==> src/rtl/uart_buffered_if_pkg.sv <==
// rtl/uart_buffered_if_pkg.sv - shared types and helpers for the buffered UART host interface
//
// Package uart_buf_pkg
//   tx_state_t : TX launch FSM states (IDLE, REQ, WAIT_START, WAIT_DONE)
//   lvl_w()    : width of an occupancy counter able to hold 0..depth
package uart_buf_pkg;

    typedef enum logic [1:0] {
        IDLE       = 2'd0,
        REQ        = 2'd1,
        WAIT_START = 2'd2,
        WAIT_DONE  = 2'd3
    } tx_state_t;

    function automatic int lvl_w(input int depth);
        return $clog2(depth + 1);
    endfunction

endpackage

==> src/rtl/uart_buffered_if_if.sv <==
// rtl/uart_buffered_if_if.sv - host-side bundle of the buffered UART interface
//
// Interface uart_host_if
//   master : host/pin side (drives rx_pop, ovr_clr, tx_push, tx_wdata)
//   slave  : uart_buffered_if side (drives RX head/status and TX status)
interface uart_host_if
    import uart_buf_pkg::*;
#(
    parameter int DATA_W   = 8,
    parameter int RX_DEPTH = 4,
    parameter int TX_DEPTH = 4
);
    localparam int RX_LW = lvl_w(RX_DEPTH);
    localparam int TX_LW = lvl_w(TX_DEPTH);

    logic              rx_pop;
    logic [DATA_W-1:0] rx_data;
    logic              rx_data_err;
    logic              rx_avail;
    logic [RX_LW-1:0]  rx_level;
    logic              rx_overrun;
    logic              ovr_clr;
    logic              tx_push;
    logic [DATA_W-1:0] tx_wdata;
    logic              tx_full;
    logic [TX_LW-1:0]  tx_level;
    logic              tx_active;

    modport master (
        output rx_pop, ovr_clr, tx_push, tx_wdata,
        input  rx_data, rx_data_err, rx_avail, rx_level, rx_overrun,
        input  tx_full, tx_level, tx_active
    );

    modport slave (
        input  rx_pop, ovr_clr, tx_push, tx_wdata,
        output rx_data, rx_data_err, rx_avail, rx_level, rx_overrun,
        output tx_full, tx_level, tx_active
    );

endinterface

==> src/rtl/uart_buffered_if_sync_fifo.sv <==
// rtl/uart_buffered_if_sync_fifo.sv - single-clock show-ahead FIFO with level counter
//
// Module sync_fifo
//   clk, rst_n : clock, asynchronous active-low reset
//   push/wdata : write at tail (ignored when full unless a pop happens in the same cycle)
//   pop        : drop head entry (ignored when empty)
//   head       : head entry, zero when empty
//   full/empty : occupancy flags, level : occupancy count 0..DEPTH
module sync_fifo
    import uart_buf_pkg::*;
#(
    parameter  int WIDTH = 8,
    parameter  int DEPTH = 4,
    localparam int LW    = lvl_w(DEPTH),
    localparam int PW    = $clog2(DEPTH)
) (
    input  logic             clk,
    input  logic             rst_n,
    input  logic             push,
    input  logic             pop,
    input  logic [WIDTH-1:0] wdata,
    output logic [WIDTH-1:0] head,
    output logic             full,
    output logic             empty,
    output logic [LW-1:0]    level
);

    logic [WIDTH-1:0] mem_q [DEPTH];
    logic [PW-1:0]    wr_ptr_q, wr_ptr_d;
    logic [PW-1:0]    rd_ptr_q, rd_ptr_d;
    logic [LW-1:0]    level_q, level_d;
    logic             do_push;
    logic             do_pop;

    assign full  = (level_q == LW'(DEPTH));
    assign empty = (level_q == '0);
    assign level = level_q;
    assign head  = empty ? '0 : mem_q[rd_ptr_q];

    // A pop frees the head slot within the same edge, so a full FIFO still
    // accepts a simultaneous push.
    assign do_pop  = pop && !empty;
    assign do_push = push && (!full || do_pop);

    always_comb begin
        wr_ptr_d = wr_ptr_q;
        rd_ptr_d = rd_ptr_q;
        level_d  = level_q;
        if (do_push) begin
            wr_ptr_d = wr_ptr_q + PW'(1);
        end
        if (do_pop) begin
            rd_ptr_d = rd_ptr_q + PW'(1);
        end
        case ({do_push, do_pop})
            2'b10:   level_d = level_q + LW'(1);
            2'b01:   level_d = level_q - LW'(1);
            default: level_d = level_q;
        endcase
    end

    always_ff @(posedge clk or negedge rst_n) begin
        if (!rst_n) begin
            wr_ptr_q <= '0;
            rd_ptr_q <= '0;
            level_q  <= '0;
        end else begin
            wr_ptr_q <= wr_ptr_d;
            rd_ptr_q <= rd_ptr_d;
            level_q  <= level_d;
        end
    end

    // Storage needs no reset: head is masked to zero while empty.
    always_ff @(posedge clk) begin
        if (do_push) begin
            mem_q[wr_ptr_q] <= wdata;
        end
    end

endmodule

==> src/rtl/uart_buffered_if.sv <==
// rtl/uart_buffered_if.sv - buffered RX/TX host interface beside uart_core
//
// Module uart_buffered_if
//   clk, rst_n                      : clock, asynchronous active-low reset
//   core_rx_data/valid/err          : received byte from uart_core, one-cycle valid
//   core_tx_busy                    : uart_core transmitter active
//   core_tx_data, core_tx_req       : byte and one-cycle start pulse to uart_core
//   host (uart_host_if.slave)       : RX FIFO head/pop/level/overrun, TX FIFO push/full/level, tx_active
module uart_buffered_if
    import uart_buf_pkg::*;
#(
    parameter int DATA_W   = 8,
    parameter int RX_DEPTH = 4,
    parameter int TX_DEPTH = 4
) (
    input  logic              clk,
    input  logic              rst_n,
    input  logic [DATA_W-1:0] core_rx_data,
    input  logic              core_rx_valid,
    input  logic              core_rx_err,
    input  logic              core_tx_busy,
    output logic [DATA_W-1:0] core_tx_data,
    output logic              core_tx_req,
    uart_host_if.slave        host
);

    localparam int RX_LW = lvl_w(RX_DEPTH);
    localparam int TX_LW = lvl_w(TX_DEPTH);

    localparam logic [1:0] S_IDLE       = IDLE;
    localparam logic [1:0] S_REQ        = REQ;
    localparam logic [1:0] S_WAIT_START = WAIT_START;
    localparam logic [1:0] S_WAIT_DONE  = WAIT_DONE;

    // RX path: error tag travels in the MSB of each entry
    logic [DATA_W:0]   rx_head;
    logic              rx_full;
    logic              rx_empty;
    logic [RX_LW-1:0]  rx_level;
    logic              ovr_q, ovr_d;
    logic              ovr_set;

    sync_fifo #(
        .WIDTH (DATA_W + 1),
        .DEPTH (RX_DEPTH)
    ) u_rx_fifo (
        .clk   (clk),
        .rst_n (rst_n),
        .push  (core_rx_valid),
        .pop   (host.rx_pop),
        .wdata ({core_rx_err, core_rx_data}),
        .head  (rx_head),
        .full  (rx_full),
        .empty (rx_empty),
        .level (rx_level)
    );

    // A full FIFO with a pop in the same cycle makes room, so no byte is lost.
    assign ovr_set = core_rx_valid && rx_full && !host.rx_pop;

    always_comb begin
        ovr_d = ovr_q;
        if (ovr_set) begin
            ovr_d = 1'b1;
        end else if (host.ovr_clr) begin
            ovr_d = 1'b0;
        end
    end

    assign host.rx_data     = rx_head[DATA_W-1:0];
    assign host.rx_data_err = rx_head[DATA_W];
    assign host.rx_avail    = !rx_empty;
    assign host.rx_level    = rx_level;
    assign host.rx_overrun  = ovr_q;

    // TX path
    logic [DATA_W-1:0] tx_head;
    logic              tx_full;
    logic              tx_empty;
    logic [TX_LW-1:0]  tx_level;
    logic              tx_pop;
    logic [1:0]        state_q, state_d;
    logic [DATA_W-1:0] tx_data_q, tx_data_d;

    sync_fifo #(
        .WIDTH (DATA_W),
        .DEPTH (TX_DEPTH)
    ) u_tx_fifo (
        .clk   (clk),
        .rst_n (rst_n),
        .push  (host.tx_push),
        .pop   (tx_pop),
        .wdata (host.tx_wdata),
        .head  (tx_head),
        .full  (tx_full),
        .empty (tx_empty),
        .level (tx_level)
    );

    // The head byte is captured and popped on the IDLE->REQ edge; the
    // register then holds it until the core has finished with it.
    assign tx_pop = (state_q == S_IDLE) && !tx_empty;

    always_comb begin
        state_d   = state_q;
        tx_data_d = tx_data_q;
        case (state_q)
            S_IDLE: begin
                if (!tx_empty) begin
                    state_d   = S_REQ;
                    tx_data_d = tx_head;
                end
            end
            S_REQ: begin
                state_d = S_WAIT_START;
            end
            S_WAIT_START: begin
                if (core_tx_busy) begin
                    state_d = S_WAIT_DONE;
                end
            end
            S_WAIT_DONE: begin
                if (!core_tx_busy) begin
                    state_d = S_IDLE;
                end
            end
            default: begin
                state_d = S_IDLE;
            end
        endcase
    end

    always_ff @(posedge clk or negedge rst_n) begin
        if (!rst_n) begin
            state_q   <= S_IDLE;
            tx_data_q <= '0;
            ovr_q     <= 1'b0;
        end else begin
            state_q   <= state_d;
            tx_data_q <= tx_data_d;
            ovr_q     <= ovr_d;
        end
    end

    assign core_tx_data   = tx_data_q;
    assign core_tx_req    = (state_q == S_REQ);
    assign host.tx_full   = tx_full;
    assign host.tx_level  = tx_level;
    assign host.tx_active = (state_q != S_IDLE);

endmodule

==> src/flat_wrapper.sv <==
// flat-port wrapper written by rule: the top's interface ports become plain ports
module uart_buffered_if_flat import uart_buf_pkg::*;
#(
    parameter int DATA_W   = 8,
    parameter int RX_DEPTH = 4,
    parameter int TX_DEPTH = 4
)
  (clk, rst_n, core_rx_data, core_rx_valid, core_rx_err, core_tx_busy, core_tx_data, core_tx_req, host_rx_pop, host_ovr_clr, host_tx_push, host_tx_wdata, host_rx_data, host_rx_data_err, host_rx_avail, host_rx_level, host_rx_overrun, host_tx_full, host_tx_level, host_tx_active);
  uart_host_if #(.DATA_W(DATA_W), .RX_DEPTH(RX_DEPTH), .TX_DEPTH(TX_DEPTH)) host_i ();
  input  logic clk;
  input  logic rst_n;
  input  logic [DATA_W-1:0] core_rx_data;
  input  logic core_rx_valid;
  input  logic core_rx_err;
  input  logic core_tx_busy;
  output logic [DATA_W-1:0] core_tx_data;
  output logic core_tx_req;
  input wire logic [$bits(host_i.rx_pop)-1:0] host_rx_pop;
  input wire logic [$bits(host_i.ovr_clr)-1:0] host_ovr_clr;
  input wire logic [$bits(host_i.tx_push)-1:0] host_tx_push;
  input wire logic [$bits(host_i.tx_wdata)-1:0] host_tx_wdata;
  output wire logic [$bits(host_i.rx_data)-1:0] host_rx_data;
  output wire logic [$bits(host_i.rx_data_err)-1:0] host_rx_data_err;
  output wire logic [$bits(host_i.rx_avail)-1:0] host_rx_avail;
  output wire logic [$bits(host_i.rx_level)-1:0] host_rx_level;
  output wire logic [$bits(host_i.rx_overrun)-1:0] host_rx_overrun;
  output wire logic [$bits(host_i.tx_full)-1:0] host_tx_full;
  output wire logic [$bits(host_i.tx_level)-1:0] host_tx_level;
  output wire logic [$bits(host_i.tx_active)-1:0] host_tx_active;
  assign host_i.rx_pop = host_rx_pop;
  assign host_i.ovr_clr = host_ovr_clr;
  assign host_i.tx_push = host_tx_push;
  assign host_i.tx_wdata = host_tx_wdata;
  assign host_rx_data = host_i.rx_data;
  assign host_rx_data_err = host_i.rx_data_err;
  assign host_rx_avail = host_i.rx_avail;
  assign host_rx_level = host_i.rx_level;
  assign host_rx_overrun = host_i.rx_overrun;
  assign host_tx_full = host_i.tx_full;
  assign host_tx_level = host_i.tx_level;
  assign host_tx_active = host_i.tx_active;
  uart_buffered_if #(.DATA_W(DATA_W), .RX_DEPTH(RX_DEPTH), .TX_DEPTH(TX_DEPTH)) u_core (.clk(clk), .rst_n(rst_n), .core_rx_data(core_rx_data), .core_rx_valid(core_rx_valid), .core_rx_err(core_rx_err), .core_tx_busy(core_tx_busy), .core_tx_data(core_tx_data), .core_tx_req(core_tx_req), .host(host_i));
endmodule
==> config.mk <==
export PLATFORM = sky130hd
export DESIGN_NAME = uart_buffered_if_flat
export DESIGN_NICKNAME = d
export VERILOG_FILES = /design/src/rtl/uart_buffered_if_pkg.sv /design/src/rtl/uart_buffered_if_if.sv /design/src/rtl/uart_buffered_if_sync_fifo.sv /design/src/rtl/uart_buffered_if.sv /design/src/flat_wrapper.sv
export SDC_FILE = /design/constraint.sdc
export NUM_CORES = 1
export LEC_CHECK = 0
export CAP_MARGIN = 10
export CORE_ASPECT_RATIO = 0.9
export CORE_MARGIN = 1
export CORE_UTILIZATION = 35
export DETAILED_ROUTE_END_ITERATION = 12
export GPL_TIMING_DRIVEN = 0
export HOLD_SLACK_MARGIN = 0.08
export PLACE_DENSITY_LB_ADDON = 0.15
export SLEW_MARGIN = 10
export SYNTH_ARGS = -nofsm -noshare
export SYNTH_HDL_FRONTEND = slang
export SYNTH_SLANG_ARGS = --single-unit
==> constraint.sdc <==
create_clock -name clk -period 4.56 [get_ports clk]
set_clock_uncertainty 0.15 [all_clocks]
set_input_delay 0.912 -clock clk [delete_from_list [all_inputs] [get_ports clk]]
set_output_delay 0.912 -clock clk [all_outputs]
set_load 0.01 [all_outputs]
==> run metrics, run 1 <==
placed inst area=~4700 sq um; CTS buffer count=9; number of max-cap violations=0; Final GP Congestion=0.698; area of the mapped netlist=slightly above 4000 sq um; length of routed met2 wiring=3.42 mm; headroom to the max-slew limit=between 50 and 60%; crit path capture type=primary output; Via density=approximately 4.7; largest net degree at the start of global routing=26; Final Hold Viols=0; clock transition at the registers of the reported paths=70 ps; CTS Buffer Depth=2; Pins Over Slew Limit=0; Final Core Density=between 40 and 50%; Clock Power Share=roughly 22%; startpoint types=flop; crit-path max FO=10; Cell Rows=36; Setup WS post-layout=roughly 1200 ps; hold_buf cts=0; GR Util All Layers=roughly an eighth; DR top layer=met4; remaining global-route overflow=0; Die Span X=approximately 120 microns; Worst Path Required=approximately 3500 ps; Setup TNS Final=0 ps; worst hold slack=about 360 ps; worst slew pin tran=between 600 and 700 ps; Primary FF master, synth=edfxtp_1; final worst path period need=3320 ps; post-CTS sizing=0; Netlist cell types=between 40 and 50; boundary pin count=52; final layout net count=roughly 340; Post-Syn Nets=282; First-pass DRT Iterations=4; Peak VDD IR=between 300 and 400 uV; sw frac=between 30% and 40%; vias in the first global route=around 2200; CTS tree=built; worst hold path class=flop to flop; Post-Place Setup Slack=between 1000 and 1500 ps; initial antenna violation count=0; post-DP HPWL=4.71 mm; met3 WL=roughly 310 microns; Mapped Cells=approximately 240; status=finished clean; Mapped Avg Cell Area=around 17 sq um; Cell Pwr Density=between 600 and 700 nW/um^2; Core Region=about 11000 sq um; sequential share of the synthesized area=between 60% and 70%; placed cell count=around 440; yosys warns=0; DR WL/cell=15.6 microns; final setup violation count=0; Starting Density=approximately 37%; RSZ-0062 raised after global routing=false; fraction of registers with async set/reset=26.9%; synth top area cells=edfxtp_1 51%, dfrtp_1 15%, mux4_2 9.5%; DRC viols=0; clk sink count=93; Final period util=between 70% and 80%; Starting DRT DRC Count=just under 100; Power, Total=about 3.4 mW; register bit total from synthesis=just over 90; Root Driver=clkbuf_16; antenna cells=0; DR vias=2146; Leakage Power=about 1.8 nW; number of flops mapped to enable cells by yosys=between 60 and 70; crit path DAT=around 2300 ps; Final Non-Filler Cells=between 400 and 500; die extent in y=just over 100 microns; PortBufs=between 40 and 50; htree depth=3; die area=12000 sq um; Setup Buffers After CTS=0; Setup CP Type=flop to primary output; met1 WL=between 3 and 4 mm; clk_lat worst skew=between 300 and 400 ps; Switch Pwr=roughly 1.0 mW; Internal=around 2.3 mW; Comb pwr share=40.1%; Total Wirelength=between 7 and 8 mm; Fmax=about 300 MHz; sequential share of power=a little under two fifths; Synth area leader=edfxtp_1; top cell type's share of synthesized area=roughly half; layout cell share with drive strength beyond 1=20.5%; area added between synthesis and finish=24.1%; first-pass GRT wire length=approximately 12 mm; ANT nets after route=0; Design Area, Final=5010 sq um
-- power groups by stage --
stage	sequential [mW]	combinational, mW	clock (mW)
after global routing	1.31	1.49	0.793
after detailed placement	1.30	1.37	0
after CTS	1.28	1.38	0.762
after global placement	1.29	1.36	0
final	1.28	1.35	0.742
after floorplan	1.29	0.848	0
-- cell families after synthesis --
logic type | synth area share, %
buffers and inverters | 2.97
flip-flops | 66.1
multiplexers | 12.9
adder cells (fa/ha/maj) | 5.02
AO/OA/AOI/OAI | 4.00
XOR/XNOR | 2.17
AND/OR/NAND/NOR | 6.85
-- flip-flops by register name (all words and copies together) (netlist names) --
name / flops
u_core.u_rx_fifo.rd_ptr_q: 2
u_core.u_tx_fifo.level: 3
u_core.u_tx_fifo.mem_q: 32
u_core.u_tx_fifo.wr_ptr_q: 2
u_core.core_tx_data: 8
u_core.state_q: 2
u_core.host.rx_overrun: 1
u_core.u_tx_fifo.rd_ptr_q: 2
u_core.u_rx_fifo.level: 3
u_core.u_rx_fifo.wr_ptr_q: 2
u_core.u_rx_fifo.mem_q: 36
-- routing by layer --
| layer | up-vias | GRT usage, % |
|---|---|---|
| li1 | 1030 | - |
| met1 | 1064 | 17.2 |
| met2 | 46 | 20.4 |
| met3 | 6 | 4.60 |
| met4 | 0 | 4.27 |
| met5 | - | 0 |
-- critical path: stages (launching register included) --
cell,delay [ps]
dfrtp_1,360
clkbuf_1,280
or3_1,190
clkbuf_1,360
and2_1,200
clkdlybuf4s50_1,530
-- path summary, 6_finish.rpt --
kind,from,endpoint,slack [ps],cells past startpoint
min,u_core.core_tx_data[3],u_core.core_tx_data[3],360,1
min reg2reg,u_core.core_tx_data[3],u_core.core_tx_data[3],360,1
max,u_core.u_rx_fifo.level[2],host_rx_data[1],1240,5
min in group asynchronous,rst_n,u_core.state_q[0],440,1
max in group asynchronous,rst_n,u_core.core_tx_data[0],3410,1
max reg2reg,u_core.state_q[0],u_core.u_tx_fifo.level[2],1570,10
-- synthesized netlist by cell type, drive strengths merged, types with 2 or more instances --
library cell and n:
nand3 6, o21a 2, nor4b 2, o21ai 5, mux2 12, or3b 3
xor2 5, edfxtp 68, and2 17, fa 2, mux4 17, ha 13
nor2 3, inv 16, nand2 3, xnor2 5, o2111ai 4, dfrtp 25
clkbuf 5, a22oi 2, buf 8, or2 4
-- placed cells by master, fill, tap and decap left out, drive strengths merged, types with 2 or more instances in the layout --
cell type      Yosys  routed
buf                8       9
xnor2              5       5
edfxtp            68      68
nand2              3       3
or2                4       4
dfrtp             25      25
mux2              12      12
nor2               3       3
xor2               5       5
and2              17      17
or3b               3       3
nor4b              2       2
a22oi              2       2
fa                 2       2
mux4              17      17
ha                13      13
o21ai              5       5
clkinv             0       2
nand3              6       6
clkinvlp           0       2
clkdlybuf4s50      0      48
inv               16      18
o2111ai            4       4
clkbuf             5      14
o21a               2       2
-- cell type report --
class | count | area (sq um)
Buffer | 13 | 60.1
Multi-Input combinational cell | 121 | 1250
Timing Repair Buffer | 49 | 485
Clock buffer | 9 | 225
Tap cell | 152 | 190
Inverter | 16 | 60.1
Clock inverter | 7 | 71.3
Fill cell | 1008 | 6030
Sequential cell | 93 | 2670
No activity file was read; power rests on OpenSTA's default activity.
==> inputs of run 2 (changes only) <==
==> constraint.sdc (replaced) <==
create_clock -name clk -period 3.05 [get_ports clk]
set_clock_uncertainty 0.15 [all_clocks]
set_input_delay 0.61 -clock clk [delete_from_list [all_inputs] [get_ports clk]]
set_output_delay 0.61 -clock clk [all_outputs]
set_load 0.01 [all_outputs]
==> run 2 against run 1 <==
  * Sequential power is 52% higher
  * Clock power grew 50%
  * Hold slack lost 230 ps
  * Register-to-register slack worse by 1400 ps
  * Highest routed layer unchanged
==> run metrics, run 2 (same netlist as run 1, synthesis figures left out) <==
Biggest register=u_core.u_rx_fifo.mem_q; post-DP HPWL=4.71 mm; Pins Over Slew Limit=0; ANT nets after route=0; crit path capture type=primary output; First-pass DRT Iterations=4; Cell Pwr Density=roughly 1000 nW/um^2; RSZ-0062 raised after global routing=false; final layout net count=between 300 and 400; number of max-cap violations=0; Total Wirelength=7.20 mm; Worst Path Required=approximately 2300 ps; die area=12000 sq um; clk_lat worst skew=340 ps; die extent in y=between 100 and 150 microns; remaining global-route overflow=0; crit-path max FO=12; worst hold path class=input pin to asynchronous set/reset pin; antenna cells=0; DR vias=2141; DR WL/cell=15.7 microns; layout cell share with drive strength beyond 1=a little over a fifth; most frequent cells in the layout=68 x edfxtp_1, 48 x clkdlybuf4s50_1, 24 x dfrtp_1; boundary pin count=between 50 and 60; CTS buffer count=9; first-pass GRT wire length=around 12 mm; worst hold slack=between 100 and 150 ps; headroom to the max-slew limit=about 58%; most common cell after layout, fill and taps aside=edfxtp_1; status=finished clean; clk sink count=93; crit path DAT=about 2200 ps; Starting DRT DRC Count=100; final worst path period need=slightly below 3000 ps; placed cell count=about 440; Final period util=a little over nine tenths; Final Hold Viols=0; DRC viols=0; max FFs per register=36; crit-path max cell delay=between 500 and 600 ps; Setup CP Type=flop to primary output; PortBufs=49; crit-path cells=clkbuf_1, or3_1, and2_1, clkdlybuf4s50_1; Peak VDD IR=around 510 uV; buffers and inverters on the worst path=2; Core Region=between 10000 and 15000 sq um; Via density=about 4.7; Power, Total=~5 mW; post-CTS sizing=1; Critical-path top delay cell=or3_1; Starting Density=roughly 37%; vias in the first global route=around 2200; startpoint types=flop; Die Span X=about 120 microns; GR Util All Layers=a little over an eighth; CTS tree=built; final setup violation count=0; Setup TNS Final=0 ps; clock transition at the registers of the reported paths=about 60 ps; area added between synthesis and finish=24.1%; Setup Buffers After CTS=0; Top delay family on crit path=simple AND/OR/NAND/NOR gates; Cell Rows=36; Final Non-Filler Cells=458; Fmax=between 300 and 400 MHz; Final GP Congestion=approximately 0.70; largest net degree at the start of global routing=26; Root Driver=clkbuf_16; Leakage Power=1.82 nW; worst slew pin tran=roughly 620 ps; initial antenna violation count=0; hold_buf cts=0; htree depth=3; CTS Buffer Depth=2
==> run 2: cell count changes in the layout (fill, tap and decap cells not counted) <==
cell | before | now
inv_2 | 0 | 1
buf_1 | 1 | 0
dfrtp_1 | 25 | 24
dfrtp_2 | 0 | 1
clkbuf_1 | 3 | 2
inv_1 | 16 | 15
buf_2 | 8 | 5
buf_4 | 0 | 3
==> run 2: metal layers <==
metal  routed length, microns  GRT usage [%]  vias up
met1                     3390           17.1     1062
met5                        0              0        -
met4                       64           4.27        0
li1                         -              -     1028
met2                     3430           20.5       45
met3                      310           4.60        6
==> run 2: where the power goes <==
part | leakage [nW] | switching, mW | internal [mW]
Combinational | 0.758 | 0.896 | 1.10
Sequential | 0.919 | 0.200 | 1.74
Clock | 0.140 | 0.474 | 0.636
==> run 2: final cells by class <==
cell class                 instances  area [sq um]
buffer                            11          60.1
clock buffer                       9           225
clock inverter                     7          71.3
fill                            1008          6020
inverter                          16          60.1
multi-input combinational        121          1250
sequential                        93          2670
tap                              152           190
timing repair buffer              49           485
==> run 2: final timing paths <==
check	from	endpoint	slack [ps]	cells after the start
worst max-delay path	u_core.u_rx_fifo.level[2]	host_rx_data[0]	140	4
worst min-delay path	rst_n	u_core.u_rx_fifo.rd_ptr_q[1]	140	1
worst max register to register	u_core.state_q[1]	u_core.u_tx_fifo.level[2]	170	10
worst min register to register	u_core.core_tx_data[3]	u_core.core_tx_data[3]	360	1
max in group asynchronous	rst_n	u_core.state_q[0]	2180	1
min in group clk	u_core.core_tx_data[3]	u_core.core_tx_data[3]	360	1
==> run 2: per-stage QoR <==
step           utilization (%)  instance area, sq um  worst slack [ps]
3_3_place_gp              42.8                  4720               109
4_1_cts                   45.4                  5010              34.9
3_5_place_dp              42.7                  4710              49.9
5_1_grt                   45.4                  5010              27.6
6_report                  45.4                  5010               144
2_1_floorplan                -                  4040               333
==> run 2: worst register-to-register path, cell delays in order (launching register included) <==
cell and delay, ps:
dfrtp_1 410, inv_1 120, ha_1 160, buf_4 170
o31ai_1 110, buf_4 200, or2_2 290, fa_1 400
or3b_2 480, a31oi_1 170, o21ai_0 100
==> inputs of run 3 (changes only) <==
--- a/config.mk
+++ b/config.mk
@@ -13,7 +13,7 @@
 export GPL_TIMING_DRIVEN = 0
 export HOLD_SLACK_MARGIN = 0.08
 export PLACE_DENSITY_LB_ADDON = 0.15
-export SLEW_MARGIN = 10
+export SLEW_MARGIN = 20
 export SYNTH_ARGS = -nofsm -noshare
 export SYNTH_HDL_FRONTEND = slang
 export SYNTH_SLANG_ARGS = --single-unit
==> results of run 3 <==
No change in the layout: final DEF, timing and power equal those of run 2.
